## src/rtl/hazard_pkg.sv

```systemverilog
// Shared types and constants for the pipeline hazard controller.
package hazard_pkg;

   typedef enum logic [1:0] {
      ST_IDLE  = 2'd0,
      ST_DRAIN = 2'd1,
      ST_FLUSH = 2'd2
   } trap_state_t;

   localparam logic [1:0] FWD_RF = 2'b00;
   localparam logic [1:0] FWD_W  = 2'b01;
   localparam logic [1:0] FWD_M  = 2'b10;

   localparam logic [1:0] LOAD_SRC_DEF = 2'b01;

endpackage

```

## src/rtl/hazard_ctrl_fwd_sel.sv

```systemverilog
// Forwarding source select for one E-stage operand; M stage wins over W stage.
module hazard_ctrl_fwd_sel
   import hazard_pkg::*;
#(
   parameter int REG_AW = 5
) (
   input  logic [REG_AW-1:0] rs,
   input  logic [REG_AW-1:0] rd_m,
   input  logic [REG_AW-1:0] rd_w,
   input  logic              reg_write_m,
   input  logic              reg_write_w,
   output logic [1:0]        sel
);

   // x0 is never forwarded; the newest producer (M) takes precedence
   always_comb begin
      sel = FWD_RF;
      if (rs != '0) begin
         if (reg_write_m && (rd_m == rs))
            sel = FWD_M;
         else if (reg_write_w && (rd_w == rs))
            sel = FWD_W;
      end
   end

endmodule

```

## src/rtl/hazard_ctrl.sv

```systemverilog
// Pipeline hazard controller: forwarding, load-use / long-op / CSR stalls,
// long-latency scoreboard and trap drain-and-flush sequencing.
//
// state    | meaning
// ---------+---------------------------------------------------------------
// ST_IDLE  | normal operation, TrapReq sampled here
// ST_DRAIN | trap pending, front end held until the long op retires
// ST_FLUSH | single cycle: flush D/E/M and redirect PC to trap target
module hazard_ctrl
   import hazard_pkg::*;
#(
   parameter int         REG_AW   = 5,
   parameter int         LONG_LAT = 8,
   parameter int         CNT_W    = 4,
   parameter logic [1:0] LOAD_SRC = LOAD_SRC_DEF
) (
   input  logic              clk,
   input  logic              rst,
   input  logic [REG_AW-1:0] Rs1D,
   input  logic [REG_AW-1:0] Rs2D,
   input  logic [REG_AW-1:0] RdD,
   input  logic              UseRs1D,
   input  logic              UseRs2D,
   input  logic              RegWriteD,
   input  logic              LongOpD,
   input  logic              CsrD,
   input  logic [REG_AW-1:0] Rs1E,
   input  logic [REG_AW-1:0] Rs2E,
   input  logic [REG_AW-1:0] RdE,
   input  logic [1:0]        ResultSrcE,
   input  logic              LongOpE,
   input  logic              CsrWrE,
   input  logic [REG_AW-1:0] RdM,
   input  logic [REG_AW-1:0] RdW,
   input  logic              RegWriteM,
   input  logic              RegWriteW,
   input  logic              CsrWrM,
   input  logic              PCSrcE,
   input  logic              TrapReq,
   output logic              StallF,
   output logic              StallD,
   output logic              FlushD,
   output logic              FlushE,
   output logic              FlushM,
   output logic [1:0]        ForwardAE,
   output logic [1:0]        ForwardBE,
   output logic              TrapRedirect,
   output logic              LongBusy,
   output logic              LongDone,
   output logic [REG_AW-1:0] LongRd
);

   trap_state_t      state;
   logic [CNT_W-1:0] cnt;
   logic             long_busy;
   logic [REG_AW-1:0] long_rd;
   logic             long_done;
   logic             load_stall;
   logic             long_stall;
   logic             csr_stall;
   logic             hold;

   hazard_ctrl_fwd_sel #(.REG_AW(REG_AW)) u_fwd_a (
      .rs          (Rs1E),
      .rd_m        (RdM),
      .rd_w        (RdW),
      .reg_write_m (RegWriteM),
      .reg_write_w (RegWriteW),
      .sel         (ForwardAE)
   );

   hazard_ctrl_fwd_sel #(.REG_AW(REG_AW)) u_fwd_b (
      .rs          (Rs2E),
      .rd_m        (RdM),
      .rd_w        (RdW),
      .reg_write_m (RegWriteM),
      .reg_write_w (RegWriteW),
      .sel         (ForwardBE)
   );

   // long result becomes valid on the last occupied cycle
   assign long_done = long_busy && (cnt == CNT_W'(1));

   // hazard detection; LongRd of x0 never creates a register dependency
   always_comb begin
      load_stall = (ResultSrcE == LOAD_SRC) && (RdE != '0) &&
                   ((UseRs1D && (Rs1D == RdE)) || (UseRs2D && (Rs2D == RdE)));
      long_stall = long_busy &&
                   (LongOpD ||
                    ((long_rd != '0) &&
                     ((UseRs1D   && (Rs1D == long_rd)) ||
                      (UseRs2D   && (Rs2D == long_rd)) ||
                      (RegWriteD && (RdD  == long_rd)))));
      csr_stall  = CsrD && (CsrWrE || CsrWrM);
      hold       = load_stall || long_stall || csr_stall;
   end

   // trap FSM and long-op scoreboard; a long op in E is dropped while flushing
   always_ff @(posedge clk) begin
      if (rst) begin
         state     <= ST_IDLE;
         long_busy <= 1'b0;
         cnt       <= '0;
         long_rd   <= '0;
      end else begin
         case (state)
            ST_IDLE: begin
               if (TrapReq)
                  state <= long_busy ? ST_DRAIN : ST_FLUSH;
            end
            ST_DRAIN: begin
               if (long_done || !long_busy)
                  state <= ST_FLUSH;
            end
            ST_FLUSH: state <= ST_IDLE;
            default:  state <= ST_IDLE;
         endcase

         if (LongOpE && (state != ST_FLUSH)) begin
            long_busy <= 1'b1;
            long_rd   <= RdE;
            cnt       <= CNT_W'(LONG_LAT);
         end else if (long_busy) begin
            cnt <= cnt - CNT_W'(1);
            if (long_done)
               long_busy <= 1'b0;
         end
      end
   end

   // pipeline controls, priority FLUSH > DRAIN > taken branch > hold
   always_comb begin
      StallF       = 1'b0;
      StallD       = 1'b0;
      FlushD       = 1'b0;
      FlushE       = 1'b0;
      FlushM       = 1'b0;
      TrapRedirect = 1'b0;
      case (state)
         ST_FLUSH: begin
            FlushD       = 1'b1;
            FlushE       = 1'b1;
            FlushM       = 1'b1;
            TrapRedirect = 1'b1;
         end
         ST_DRAIN: begin
            StallF = 1'b1;
            StallD = 1'b1;
            FlushE = 1'b1;
         end
         default: begin
            if (PCSrcE) begin
               FlushD = 1'b1;
               FlushE = 1'b1;
            end else if (hold) begin
               StallF = 1'b1;
               StallD = 1'b1;
               FlushE = 1'b1;
            end
         end
      endcase
   end

   assign LongBusy = long_busy;
   assign LongDone = long_done;
   assign LongRd   = long_rd;

endmodule

```

## config.mk

```make
export PLATFORM = sky130hd
export DESIGN_NAME = hazard_ctrl
export DESIGN_NICKNAME = d
export VERILOG_FILES = /design/src/rtl/hazard_pkg.sv /design/src/rtl/hazard_ctrl_fwd_sel.sv /design/src/rtl/hazard_ctrl.sv
export SDC_FILE = /design/constraint.sdc
export NUM_CORES = 1
export LEC_CHECK = 0
export CAP_MARGIN = 40
export CORE_MARGIN = 1.5
export CORE_UTILIZATION = 35
export DETAILED_ROUTE_END_ITERATION = 8
export PLACE_DENSITY = 0.83
export SYNTH_ARGS = -nofsm -noshare
export SYNTH_HDL_FRONTEND = slang
export SYNTH_SLANG_ARGS = --single-unit
```

## constraint.sdc

```tcl
create_clock -name clk -period 2.6 [get_ports clk]
set_clock_uncertainty 0.05 [all_clocks]
set_input_delay 0.52 -clock clk [delete_from_list [all_inputs] [get_ports clk]]
set_output_delay 0.52 -clock clk [all_outputs]
set_load 0.05 [all_outputs]
```

**After elaboration in Yosys (flattened, before gate mapping)**

Index checks and enable logic that the tools add are counted.

- Add/sub/neg operators: 1
- Equal/unequal tests: 16
- Mux-type cells: 23
- Reduce and logical (&&, ||, !) cells: 34

Operators with widths:

| cell | number |
|---|---|
| 5-bit == test | 9 |
| 5-bit nonzero test | 4 |
| 1-bit logical AND | 16 |
| 2-bit two-way mux | 7 |
| 1-bit two-way mux | 11 |
| 1-bit logical OR | 8 |
| 4-bit two-way mux | 2 |
| 2-bit inequality test, second input constant | 3 |
| 2-bit by 1-bit == test with 1-bit output, second input constant | 2 |
| 4-bit by 1-bit == test with 1-bit output, second input constant | 1 |
| 1-bit one-hot mux with 2 select lines | 2 |
| 2-bit one-hot mux with 2 select lines | 1 |
| 2-bit OR reduction | 2 |
| 4-bit by 1-bit subtractor with 4-bit output, second input constant | 1 |
| 2-bit == test, second input constant | 1 |
| 2-bit zero test | 1 |
| 2-bit AND reduction | 1 |
| 2-bit nonzero test | 1 |
| 1-bit zero test | 1 |

- Bits in registers: 12
- Bits of input ports: 56
- Output and inout bits: 17
- Logic and storage cells: 79

**Longest topological paths before layout**

- Word-level depth: 12
- Mapped depth: 8
- Depth with buffers taken out: 7

**Hierarchy**

Synthesis repeated with hierarchy kept, for this count alone.

- Cells, all modules: 160
- Area, all modules: 1219.9 µm²

By module, submodules not included:

| module | times used | cells an instance | area each (µm²) |
|---|---|---|---|
| hazard_ctrl | 1 | 124 | 954.7 |
| hazard_ctrl_fwd_sel | 2 | 18 | 132.6 |

**Worst setup path before layout**

OpenSTA, ideal clock, no wires.

- Path kind: input -> output
- Start: input Rs1E[1]
- End: output ForwardAE[0]
- Arrival: 2.412 ns
- Slack: -0.382 ns
- Cell stages on the path: 4
- Path buffers: 0
- Path through: xor2_1 > nor4_1 > nand3_1 > nor4b_1

- Word-level cells in the longest chain between the ends: 5

RTL lines:

| item | RTL line | text |
|---|---|---|
| start, declared | hazard_ctrl.sv:27 | `input logic [REG_AW-1:0] Rs1E,` |
| 5-bit == test | hazard_ctrl_fwd_sel.sv:21 | `else if (reg_write_w && (rd_w == rs))` |
| 1-bit logical AND | hazard_ctrl_fwd_sel.sv:21 |  |
| 1-bit two-way mux | hazard_ctrl_fwd_sel.sv:21 |  |
| 2-bit two-way mux | hazard_ctrl_fwd_sel.sv:19 | `if (reg_write_m && (rd_m == rs))` |
| 2-bit two-way mux (*) | hazard_ctrl_fwd_sel.sv:18 | `if (rs != '0) begin` |
| end, declared | hazard_ctrl.sv:45 | `output logic [1:0] ForwardAE,` |

Mark *: on every way between the ends. The rest lies on a longest branch, timed or not.

**Worst setup path after layout**

- Start: input RdE[2]
- End: output FlushE

- Word-level cells in the longest chain between the ends: 9

RTL lines:

| item | RTL line | text |
|---|---|---|
| start, declared | hazard_ctrl.sv:29 | `input logic [REG_AW-1:0] RdE,` |
| 5-bit == test | hazard_ctrl.sv:87 | `((UseRs1D && (Rs1D == RdE)) \|\| (UseRs2D && (Rs2D == RdE)));` |
| 1-bit logical AND | hazard_ctrl.sv:87 |  |
| 1-bit logical OR | hazard_ctrl.sv:87 |  |
| 1-bit logical AND (*) | hazard_ctrl.sv:86 | `load_stall = (ResultSrcE == LOAD_SRC) && (RdE != '0) &&` |
| 1-bit logical OR (*) (2 in a row) | hazard_ctrl.sv:95 | `hold = load_stall \|\| long_stall \|\| csr_stall;` |
| 1-bit two-way mux (*) | hazard_ctrl.sv:155 | `end else if (hold) begin` |
| 1-bit two-way mux (*) | hazard_ctrl.sv:152 | `if (PCSrcE) begin` |
| 1-bit two-way mux (*) | hazard_ctrl.sv:139 | `case (state)` |
| end, declared | hazard_ctrl.sv:43 | `output logic FlushE,` |

Marked as above.

==> results.yml <==
power:
  worst_ir_drop_vdd_uv: 332
  total_power_uw: 826
  leakagePower_nw: 0.934
  power_density_nw_per_um2: 373
run:
  maxCapViolations: 0
synth:
  synth_area_um2: 1220
  synth-main-ff-cell: "dfxtp_1"
  ys_types: 31
  yosysSeqAreaShare: 0.197
  syn_inst: 160
  yosys_warnings: 0
  ys_async_sr_fraction: 0
  synth.avg_cell_area_um2: 7.63
  synth.net_count: 221
  ys_seq_elements: 12
  synth_edf_count: 0
global_route:
  grt_pass1_wl_mm: 5.69
  grt.total_usage: 0.197
  grt_pass1_vias: 1371
  grt_max_degree: 13
  antenna_found_initial: 0
  grt-ovfl-total: 0
worst_setup_path:
  critPathMaxFanout: 2
  cp_cell_sequence: "buf_6 > or4_4 > o21ai_2 > a21oi_2 > a311o_1 > or2_1 > buf_6"
  crit_top_cell: "buf_6"
  reg2reg_depth: 5
  crit_start: "RdE[2]"
  arrival_ns: 2.03
  slowest_stage: "or4_4"
  cp-end-kind: "primary output"
  reg2reg_from: "state[0]"
  required_ns: 2.03
  r2r_slack_ns: 1.11
  slowest_delay_ns: 0.53
  critPathLaunchType: "input port"
  worstReg2RegEnd: "LongRd[3]"
  critPathKind: "input port to primary output"
route:
  drtIter0Drc: 55
  top_layer: "met4"
  wl_met1_mm: 1.60
  dr_wl_met2_mm: 2.07
  wl_mm: 4.10
  vias: 1438
  route.detailed.wl_per_inst_um: 14.2
  drtPass1Iterations: 4
  drtAntennaViolNets: 0
  drc: 0
  viasPerCell: 4.99
  wl_met3_um: 365
clock_tree:
  cts_tree: "yes"
  cts_root_buf: "clkbuf_4"
  clk_pin_slew_ns: 0.07
  numCtsBuffers: 3
  clk_latency_ns: 0.28
  cts_buffer_depth: 2
  cts_sinks: 12
  cts_hold_buf: 0
  cts_htree_levels: 1
status:
  status: "complete, no violations"
hold_path:
  holdPathStages: 2
  hold_start: "state[0]"
  hold_path.class: "flip-flop to flip-flop"
  hold_end: "state[0]"
sta:
  min_period_ns: 2.60
  setup_violations: 0
  hold_viol_final: 0
  slew_headroom: 0.641
  setup_tns_ns: 0
  slew_violations: 0
  rsz0062_at_grt: "true"
  finalCritPeriodShare: 0.999
  worst_pin_slew_ns: 0.537
  fmax_mhz: 385
floorplanning:
  ios: 73
  die_h_um: 62.1
  dieArea_um2: 3850
  core_um2: 3340
  die_w_um: 62.1
  rows: 21
  initial_utilization: 0.366
cells_and_area:
  diodes: 0
  post-route-cell-area_um2: 2220
  final_cell_mix: "clkdlybuf4s50_1, xor2_1, nand2_1"
  layout_commonest_cell: "clkdlybuf4s50_1"
  utilization: 0.664
  drive_above_1_share: 0.231
  ff_latch_area_um2: 251
  fin_nets: 304
  fill_cells: 283
  area_growth_pct: 81.6
  multi_input_area_um2: 980
placed_design:
  dpl_cell_area_um2: 2090
  gp_congestion: 0.829
  port_buffers: 72
  hpwl_mm: 3.16
where the power goes:
group | switching [mW] | internal [mW]
sequential | 0.0235 | 0.202
combinational | 0.232 | 0.219
clock | 0.0640 | 0.0853
total | 0.319 | 0.507
stage by stage:
stage          setup slack, ns  hold slack [ns]  instances
5_1_grt                -0.0303            0.457        288
4_1_cts                -0.0832            0.438        285
6_report               0.00340            0.421        288
2_1_floorplan           0.0537            0.399        160
3_5_place_dp            -0.356            0.430        281
3_3_place_gp            -0.316            0.419        281
worst max path at each step:
stage	to	slack, ns	cells after the start
5_1_grt	FlushE	-0.03	7
4_1_cts	FlushE	-0.08	7
2_1_floorplan	StallF	0.05	7
3_5_place_dp	FlushE	-0.36	7
6_report	FlushE	0.003	7
3_3_place_gp	FlushE	-0.32	7
state kept, by name, summed over array words and instances, names as in the netlist:
register / cells
LongBusy: 1
LongRd: 5
cnt: 4
state: 2
cells by family after synthesis:
group | synth area share
XOR/XNOR | 0.337
buffers and inverters | 0.0604
multiplexers | 0.00922
adder cells (fa/ha/maj) | 0.0512
AND/OR/NAND/NOR | 0.241
flip-flops | 0.197
AO/OA/AOI/OAI | 0.105
synthesized netlist by cell type, types with 5 or more instances:
| master | number | area share |
|---|---|---|
| clkbuf_2 | 5 | 0.020 |
| nand2_1 | 16 | 0.049 |
| ha_1 | 5 | 0.051 |
| inv_1 | 6 | 0.018 |
| xnor2_1 | 15 | 0.11 |
| a21oi_1 | 11 | 0.045 |
| dfxtp_1 | 12 | 0.20 |
| nor3_1 | 6 | 0.025 |
| nand3_1 | 7 | 0.029 |
| nor4_1 | 9 | 0.046 |
| nor2_1 | 5 | 0.015 |
| xor2_1 | 32 | 0.23 |
cell type report:
cell class / instances / share of cell area
clock buffers: 4 / 0.0164
multi-input cells: 132 / 0.442
inverters: 6 / 0.0102
repair buffers: 88 / 0.392
well taps: 46 / 0.0260
flip-flops and latches: 12 / 0.113
routing by layer:
metal	global-route usage	vias up
met3	0.0248	8
met1	0.234	669
met5	0	-
met4	0.0638	0
li1	-	701
met2	0.363	60
worst max-delay path: cells and delay by family:
kind	cells	cell delay (ns)
compound gates	3	0.50
buf+inv	2	0.25
simple gates	2	0.76
what timing repair did:
action,4_1_cts,5_1_grt
buffers inserted,0,3
pin swaps,13,20
setup endpoints to repair,5,7
resized for setup,39,36
Note: power is estimated with default switching activity, not from simulation.
